==> src/rtl/cop_fetch_if.sv <==
// Fetch-side bus bundle: copper RAM read port plus the executor valid/ready stream.
// master = fetch stage, slave = RAM/executor side.
interface cop_fetch_if #(
   parameter int unsigned ADDRESS_WIDTH = 11,
   parameter int unsigned DATA_WIDTH    = 16
);
   logic [ADDRESS_WIDTH-1:0] ram_read_address;
   logic                     ram_read_en;
   logic [DATA_WIDTH-1:0]    ram_read_data;
   logic [DATA_WIDTH-1:0]    data;
   logic [ADDRESS_WIDTH-1:0] data_address;
   logic                     data_valid;
   logic                     data_ready;

   modport master (
      output ram_read_address,
      output ram_read_en,
      input  ram_read_data,
      output data,
      output data_address,
      output data_valid,
      input  data_ready
   );

   modport slave (
      input  ram_read_address,
      input  ram_read_en,
      output ram_read_data,
      input  data,
      input  data_address,
      input  data_valid,
      output data_ready
   );
endinterface

==> src/rtl/cop_fetch.sv <==
// Copper instruction fetch: program counter, one-cycle-latency RAM reads and a
// prefetch FIFO feeding the executor; flushes on frame start and executor jumps.
module cop_fetch #(
   parameter int unsigned ADDRESS_WIDTH = 11,
   parameter int unsigned DATA_WIDTH    = 16,
   parameter int unsigned FIFO_DEPTH    = 4
) (
   input  logic                     clk,
   input  logic                     reset_n,
   input  logic                     enable,
   input  logic                     frame_start,
   input  logic [ADDRESS_WIDTH-1:0] start_address,
   input  logic                     jump_en,
   input  logic [ADDRESS_WIDTH-1:0] jump_address,
   cop_fetch_if.master              bus
);
   localparam int unsigned PTR_W = $clog2(FIFO_DEPTH);
   localparam int unsigned CNT_W = PTR_W + 1;
   localparam int unsigned OCC_W = CNT_W + 1;

   logic [ADDRESS_WIDTH-1:0] pc;
   logic                     inflight;
   logic [ADDRESS_WIDTH-1:0] inflight_address;
   logic [PTR_W-1:0]         wr_ptr;
   logic [PTR_W-1:0]         rd_ptr;
   logic [CNT_W-1:0]         count;
   logic [DATA_WIDTH-1:0]    fifo_data [FIFO_DEPTH];
   logic [ADDRESS_WIDTH-1:0] fifo_addr [FIFO_DEPTH];

   logic                     flush;
   logic                     pop;
   logic                     push;
   logic                     read_en;
   logic                     valid;
   logic [OCC_W-1:0]         occupancy;
   logic [ADDRESS_WIDTH-1:0] flush_target;

   // Reads are only issued when the word is guaranteed a free slot on return.
   always_comb begin
      flush        = frame_start | jump_en;
      valid        = (count != CNT_W'(0));
      pop          = valid & bus.data_ready;
      push         = inflight & ~flush;
      occupancy    = OCC_W'(count) + OCC_W'(inflight) - OCC_W'(pop);
      read_en      = enable & ~flush & (occupancy < OCC_W'(FIFO_DEPTH));
      flush_target = frame_start ? start_address : jump_address;
   end

   // Program counter, in-flight tracking and FIFO bookkeeping.
   always_ff @(posedge clk or negedge reset_n) begin
      if (!reset_n) begin
         pc               <= '0;
         inflight         <= 1'b0;
         inflight_address <= '0;
         wr_ptr           <= '0;
         rd_ptr           <= '0;
         count            <= '0;
      end else if (flush) begin
         pc       <= flush_target;
         inflight <= 1'b0;
         wr_ptr   <= '0;
         rd_ptr   <= '0;
         count    <= '0;
      end else begin
         inflight <= read_en;
         if (read_en) begin
            pc               <= pc + ADDRESS_WIDTH'(1);
            inflight_address <= pc;
         end
         if (push) begin
            wr_ptr <= wr_ptr + PTR_W'(1);
         end
         if (pop) begin
            rd_ptr <= rd_ptr + PTR_W'(1);
         end
         count <= count + CNT_W'(push) - CNT_W'(pop);
      end
   end

   // Storage is cleared on reset so the head reads as zero until the first push.
   always_ff @(posedge clk or negedge reset_n) begin
      if (!reset_n) begin
         for (int i = 0; i < int'(FIFO_DEPTH); i++) begin
            fifo_data[i] <= '0;
            fifo_addr[i] <= '0;
         end
      end else if (push) begin
         fifo_data[wr_ptr] <= bus.ram_read_data;
         fifo_addr[wr_ptr] <= inflight_address;
      end
   end

   assign bus.ram_read_address = pc;
   assign bus.ram_read_en      = read_en;
   assign bus.data             = fifo_data[rd_ptr];
   assign bus.data_address     = fifo_addr[rd_ptr];
   assign bus.data_valid       = valid;
endmodule

==> src/flat_wrapper.sv <==
// flat-port wrapper written by rule: the top's interface ports become plain ports
module cop_fetch_flat 
#(
   parameter int unsigned ADDRESS_WIDTH = 11,
   parameter int unsigned DATA_WIDTH    = 16,
   parameter int unsigned FIFO_DEPTH    = 4
)
  (clk, reset_n, enable, frame_start, start_address, jump_en, jump_address, bus_ram_read_address, bus_ram_read_en, bus_ram_read_data, bus_data, bus_data_address, bus_data_valid, bus_data_ready);
  cop_fetch_if #(.ADDRESS_WIDTH(ADDRESS_WIDTH), .DATA_WIDTH(DATA_WIDTH)) bus_i ();
  input  logic clk;
  input  logic reset_n;
  input  logic enable;
  input  logic frame_start;
  input  logic [ADDRESS_WIDTH-1:0] start_address;
  input  logic jump_en;
  input  logic [ADDRESS_WIDTH-1:0] jump_address;
  output wire logic [$bits(bus_i.ram_read_address)-1:0] bus_ram_read_address;
  output wire logic [$bits(bus_i.ram_read_en)-1:0] bus_ram_read_en;
  input wire logic [$bits(bus_i.ram_read_data)-1:0] bus_ram_read_data;
  output wire logic [$bits(bus_i.data)-1:0] bus_data;
  output wire logic [$bits(bus_i.data_address)-1:0] bus_data_address;
  output wire logic [$bits(bus_i.data_valid)-1:0] bus_data_valid;
  input wire logic [$bits(bus_i.data_ready)-1:0] bus_data_ready;
  assign bus_ram_read_address = bus_i.ram_read_address;
  assign bus_ram_read_en = bus_i.ram_read_en;
  assign bus_i.ram_read_data = bus_ram_read_data;
  assign bus_data = bus_i.data;
  assign bus_data_address = bus_i.data_address;
  assign bus_data_valid = bus_i.data_valid;
  assign bus_i.data_ready = bus_data_ready;
  cop_fetch #(.ADDRESS_WIDTH(ADDRESS_WIDTH), .DATA_WIDTH(DATA_WIDTH), .FIFO_DEPTH(FIFO_DEPTH)) u_core (.clk(clk), .reset_n(reset_n), .enable(enable), .frame_start(frame_start), .start_address(start_address), .jump_en(jump_en), .jump_address(jump_address), .bus(bus_i));
endmodule
==> config.mk <==
export PLATFORM = sky130hd
export DESIGN_NAME = cop_fetch_flat
export DESIGN_NICKNAME = d
export VERILOG_FILES = /design/src/rtl/cop_fetch_if.sv /design/src/rtl/cop_fetch.sv /design/src/flat_wrapper.sv
export SDC_FILE = /design/constraint.sdc
export NUM_CORES = 1
export LEC_CHECK = 0
export CORE_MARGIN = 4
export CORE_UTILIZATION = 50
export CTS_CLUSTER_SIZE = 25
export DETAILED_ROUTE_END_ITERATION = 10
export PLACE_DENSITY = 0.81
export REMOVE_ABC_BUFFERS = 1
export SKIP_LAST_GASP = 1
export SLEW_MARGIN = 20
export SYNTH_ARGS = -nofsm -noshare
export SYNTH_HDL_FRONTEND = slang
export SYNTH_SLANG_ARGS = --single-unit
==> constraint.sdc <==
create_clock -name clk -period 2.9 [get_ports clk]
set_clock_uncertainty 0.05 [all_clocks]
set_input_delay 0.435 -clock clk [delete_from_list [all_inputs] [get_ports clk]]
set_output_delay 0.435 -clock clk [all_outputs]
set_load 0.05 [all_outputs]
---- Word level (Yosys, flattened, before mapping) ----
Cells that the tools add are included.
storage, ports and cells
  bits in registers ....................... 138
  bits in latches ......................... 0
  memory bits (writable) .................. 0
  ROM bits ................................ 0
  output and inout port bits .............. 40
  word-level logic and storage cells ...... 60
  memories kept ........................... 0
operators by class
  bitwise logic cells ..................... 8
  div/mod/pow operators ................... 0
  eq/ne operators ......................... 0
  $lt $le $gt $ge ......................... 4
  shift-type cells ........................ 0
  multiply operators ...................... 0
  multiplexer cells ....................... 21
  add/subtract/negate cells ............... 7
  reduce and logical (&&, ||, !) cells .... 6
operators with widths
  operator                 count
  $mux W11                 6
  $bwmux W64               1
  $mux W16                 3
  $bwmux W44               1
  $bmux W16 S2             1
  $demux W16 S2            1
  $bmux W11 S2             1
  $demux W11 S2            1
  $add A11 B1 Y11 const B  1
  $mux W2                  4
  $ge A3 B3 Y1 const B     2
  $not A2 Y3               2
  $reduce_bool A2 Y1       3
  $add A2 B1 Y2 const B    2
  $add A3 B1 Y4            1
  $and A1 B1 Y1            4
  $lt A4 B3 Y1 const B     1
  $sub A4 B1 Y4            1
  $add A3 B1 Y3            1
  $lt A3 B1 Y1 const B     1
  $mux W3                  1
  $reduce_bool A3 Y1       1
  $sub A3 B1 Y3            1
  $reduce_and A2 Y1        1
  4 further kinds          4

---- Depth between registers and ports, before layout ----
  word-level depth ........................ 7
  depth in mapped cells ................... 12
  gate-level depth less buffers ........... 10

---- Worst setup path before layout ----
No wires, ideal clock.
  path kind ............................... register to output
  start ................................... register u_core.count[1]
  end ..................................... output port bus_ram_read_en
  stages on the path, launching flop included .. 13
  slack ................................... -649 ps
  arrival ................................. 3064 ps
  cells stage by stage .................... dfrtp_1 -> or3_1 -> and2_1 -> ha_1 -> inv_1 -> ha_1 -> and3b_1 -> o211ai_2 -> o211ai_2 -> or2_1 -> buf_6 -> buf_6 -> inv_1
between the ends
  longest elaborated chain between the ends .. 5
ends and longest elaborated chain
  what                    line                source
  start, declared         cop_fetch.sv:26     logic [CNT_W-1:0] count;
  start signal, assigned  cop_fetch.sv:76     count <= count + CNT_W'(push) - CNT_W'(pop);
  $reduce_bool A3 Y1      cop_fetch.sv:41     valid = (count != CNT_W'(0));
  net bus_data_valid      flat_wrapper.sv:22  output wire logic [$bits(bus_i.data_valid)-1:0] bus_data_valid;
  $and A1 B1 Y1           cop_fetch.sv:42     pop = valid & bus.data_ready;
  $sub A4 B1 Y4           cop_fetch.sv:44     occupancy = OCC_W'(count) + OCC_W'(inflight) - OCC_W'(pop);
  $lt A4 B3 Y1            cop_fetch.sv:45     read_en = enable & ~flush & (occupancy < OCC_W'(FIFO_DEPTH));
  $and A1 B1 Y1           cop_fetch.sv:45
  end, declared           flat_wrapper.sv:18  output wire logic [$bits(bus_i.ram_read_en)-1:0] bus_ram_read_en;
The timed path passes the listed nets, and every way through them passes these cells.

---- Final worst setup path ----
  start ................................... register u_core.count[2]
  end ..................................... output port bus_ram_read_en
between the ends
  longest elaborated chain between the ends .. 5
ends and longest elaborated chain
  what                                                   line
  branches (longest 2 deep; another with $add A3 B1 Y4)  --
  $sub A4 B1 Y4 (*)                                      cop_fetch.sv:44
  $lt A4 B3 Y1 (*)                                       cop_fetch.sv:45
  $and A1 B1 Y1 (*)                                      cop_fetch.sv:45
Mark *: on every way between the ends.

==> flow_metrics.py <==
metrics = {
    "critical_path": {
        "r2r-end": "u_core.bus.ram_read_address[5]",
        "crit_arrival_ns": 2.72,
        "crit_type": "flip-flop to output port",
        "r2r-start": "u_core.count[2]",
        "ff2ff_path_depth": 12,
        "rrSetupSlack_ns": 0.04,
        "worstPathRequired_ns": 2.41,
        "end_kind": "output port",
        "cp-start-kind": "flip-flop",
        "path_max_fanout": 2,
    },
    "floorplan": {
        "dieWidth_um": 121,
        "start_util_pct": 51.9,
        "core_area_um2": 12200,
        "num_rows": 40,
        "boundaryPins": 84,
        "die_y_um": 121,
        "die_area_um2": 14500,
    },
    "yosys": {
        "yosysWarnings": 0,
        "synth_edf_count": 0,
        "syn_area_um2": 6340,
        "postSynthAreaPerCell_um2": 14.8,
        "synth_cell_types": 42,
        "synth_xor_area_share_pct": 0.691,
        "synth_area_leaders": "dfrtp_1 (54%), mux2_2 (20%), mux4_2 (9.6%)",
        "ys_seq_area_share_pct": 54.5,
        "netlist.area_leader.share_pct": 54.5,
        "synth-main-ff-cell": "dfrtp_1",
        "synthAdderAreaFrac_pct": 2.29,
        "synthArstFlopShare_pct": 100,
        "netlist_instances": 427,
        "synth-simple-area-share_pct": 4.22,
        "yosysTopAreaCell": "dfrtp_1",
        "synth_commonest_cells": "dfrtp_1 (138), mux2_2 (111), mux4_2 (27)",
        "synth.most_common_cell": "dfrtp_1",
        "synth_mux_area_share_pct": 31.3,
        "synth_top_family_by_area": "multiplexers",
        "synth.ff_latch_count": 138,
        "synth_compound_area_share_pct": 4.22,
    },
    "placement": {
        "preCtsSetupSlack_ns": -0.156,
        "hpwl_um": 8850,
        "portBuffers": 83,
        "gp_congestion": 0.754,
        "placed_area_um2": 7740,
    },
    "detailed_routing": {
        "wirelength_um": 13700,
        "drc": 0,
        "num_vias": 4000,
        "avgRoutedWirePerCell_um": 19.2,
        "postRouteAntennaNets": 0,
        "drtPass1Iterations": 4,
        "drt-initial-drc-count": 197,
        "vias_per_cell": 5.62,
    },
    "global_route": {
        "antenna_found_initial": 0,
        "grt_usage_pct": 20.0,
        "overflow": 0,
        "grt_pass1_vias": 4506,
        "grt_pass1_wl_um": 22600,
        "grt_max_degree": 64,
    },
    "flow_run": {
        "maxCapViolCount": 0,
    },
    "pwr": {
        "p_sw_share_pct": 29.2,
        "power.share.clock_pct": 33.6,
        "p_int_mw": 4.46,
        "ir_drop_mv": 0.402,
        "power.density_nw_per_um2": 747,
        "p_leak_nw": 3.83,
        "comb_power_share_pct": 29.6,
        "p_switching_mw": 1.84,
        "p_seq_share_pct": 36.8,
    },
    "finish": {
        "drive_above_1_share_pct": 43.9,
        "area.growth.synth_to_final_pct": 33.0,
        "fillCellCount": 843,
        "seq_area_um2": 3450,
        "antennaDiodeCount": 0,
        "multi_input_area_um2": 2740,
        "final_util_pct": 69.0,
        "nets": 586,
        "final_area_um2": 8430,
    },
    "clock_network": {
        "root_buffer": "clkbuf_16",
        "clk_path_buf_depth": 2,
        "worstSkewPairLatency_ns": 0.41,
        "h-tree-depth": 4,
        "cts_sinks": 138,
        "tritoncts": "built",
        "cts.reportedPaths.clkPinSlew_ns": 0.05,
        "cts_buffers": 17,
    },
    "sta": {
        "rsz0062_at_grt": "true",
        "worst_pin_slew_ns": 0.574,
        "finalCritPeriodShare_pct": 110,
        "finalWorstSetupSlack_ns": -0.300,
        "finalSetupViolations": 1,
        "final_hold_viol_count": 0,
        "fmax_ghz": 0.312,
        "period_needed_ns": 3.20,
        "maxSlewViolCount": 0,
        "relSlewSlack_pct": 61.8,
    },
    "worst_hold_path": {
        "worstHoldStart": "u_core.fifo_addr[8]",
        "holdPathEnd": "u_core.fifo_addr[8]",
        "hold_class": "flip-flop to flip-flop",
        "hold_path_depth": 1,
    },
    "outcome": {
        "violations": "setup timing",
        "status": "finished with violations",
    },
}
-- cell families (layout without fill, tap and decap cells) --
kind of cell / Yosys count / in the layout
xor+xnor: 5 / 5
simple gates: 48 / 48
compound gates: 39 / 39
buf+inv: 39 / 156
mux: 147 / 147
flops: 138 / 138
fa+ha+maj: 11 / 11
-- worst max-delay path by stage --
stage / cells past startpoint / to / from / slack (ns)
final: 11 / bus_ram_read_en / u_core.count[2] / -0.30
after global routing: 11 / bus_ram_read_en / u_core.count[2] / -0.38
after CTS: 11 / bus_ram_read_en / u_core.count[2] / -0.30
after detailed placement: 11 / u_core.bus.ram_read_address[5] / bus_data_ready / -0.16
after global placement: 11 / bus_ram_read_en / bus_data_ready / -0.1
after floorplan: 8 / bus_ram_read_en / u_core.count[1] / -0.85
-- routing by layer --
metal  vias to the layer above  wire length [um]  GRT usage, %
met5                         -                 0             0
met4                         0               168          5.31
met3                        19               730          6.17
met2                       122              7100          35.0
met1                      2069              5700          24.2
li1                       1790                 -             -
-- cell type report --
| type | instances | share of cell area [%] |
|---|---|---|
| Sequential cell | 138 | 41.0 |
| Inverter | 14 | 0.623 |
| Multi-Input combinational cell | 250 | 32.5 |
| Clock inverter | 7 | 1.04 |
| Timing Repair Buffer | 110 | 16.4 |
| Tap cell | 168 | 2.49 |
| Clock buffer | 25 | 6.00 |
-- cell usage in the layout, fill, tap and decap left out, drive strengths merged, types with 2 or more instances in the layout --
master	Yosys	routed
mux2	118	118
nand3	5	5
o211ai	2	2
mux4	27	27
a21oi	4	4
or2	3	3
and2	2	2
mux2i	2	2
ha	10	10
buf	18	55
a211oi	3	3
a31oi	6	6
clkbuf	7	25
dfrtp	138	138
xnor2	2	2
nand4	2	2
xor2	3	3
clkdlybuf4s50	0	54
bufinv	0	2
clkinv	0	4
inv	14	14
or3	7	7
nand2	6	6
nor2	9	9
o21ai	8	8
and3	5	5
o22ai	6	6
a22oi	4	4
nor2b	4	4
-- sequential cells by signal, indices dropped and copies added (netlist names) --
signal                       count
u_core.fifo_data                64
u_core.fifo_addr                44
u_core.bus.ram_read_address     11
u_core.inflight_address         11
u_core.count                     3
u_core.rd_ptr                    2
u_core.wr_ptr                    2
u_core.inflight                  1
-- power by group through the flow --
stage / clock network (mW) / registers [mW] / logic (mW)
CTS: 2.15 / 2.32 / 1.87
global placement: 0 / 2.33 / 1.82
finish: 2.12 / 2.32 / 1.86
detailed placement: 0 / 2.35 / 1.85
floorplan: 0 / 2.34 / 0.935
global route: 2.24 / 2.35 / 1.94
-- metrics by stage --
stage / power [mW] / setup TNS, ns / hold WS [ns] / instances
floorplan: 3.27 / -7.55 / 0.0894 / 402
global placement: 4.15 / -0.656 / 0.396 / 673
detailed placement: 4.20 / -1.27 / 0.404 / 673
CTS: 6.34 / -0.304 / 0.453 / 709
global route: 6.53 / -0.406 / 0.462 / 712
finish: 6.30 / -0.300 / 0.450 / 712
-- worst max-delay path, cell delays in order, from the launching register on --
cell and delay (ns):
dfrtp_1 0.37, or3_4 0.39, and2_4 0.16, ha_4 0.15, inv_2 0.06, ha_4 0.20, and3b_1 0.19, o211ai_2 0.17
o211ai_2 0.14, or2_1 0.26, inv_1 0.07, buf_6 0.15
-- repair_timing --
item                                    4_1_cts  5_1_grt
buffers inserted                              3        4
resized for setup                             6        3
endpoints found under the setup margin        2        3
pin swaps                                     7        4
hold buffers                                  1        0
hold endpoints to repair                     60        0
No activity file was read; power rests on OpenSTA's default activity.
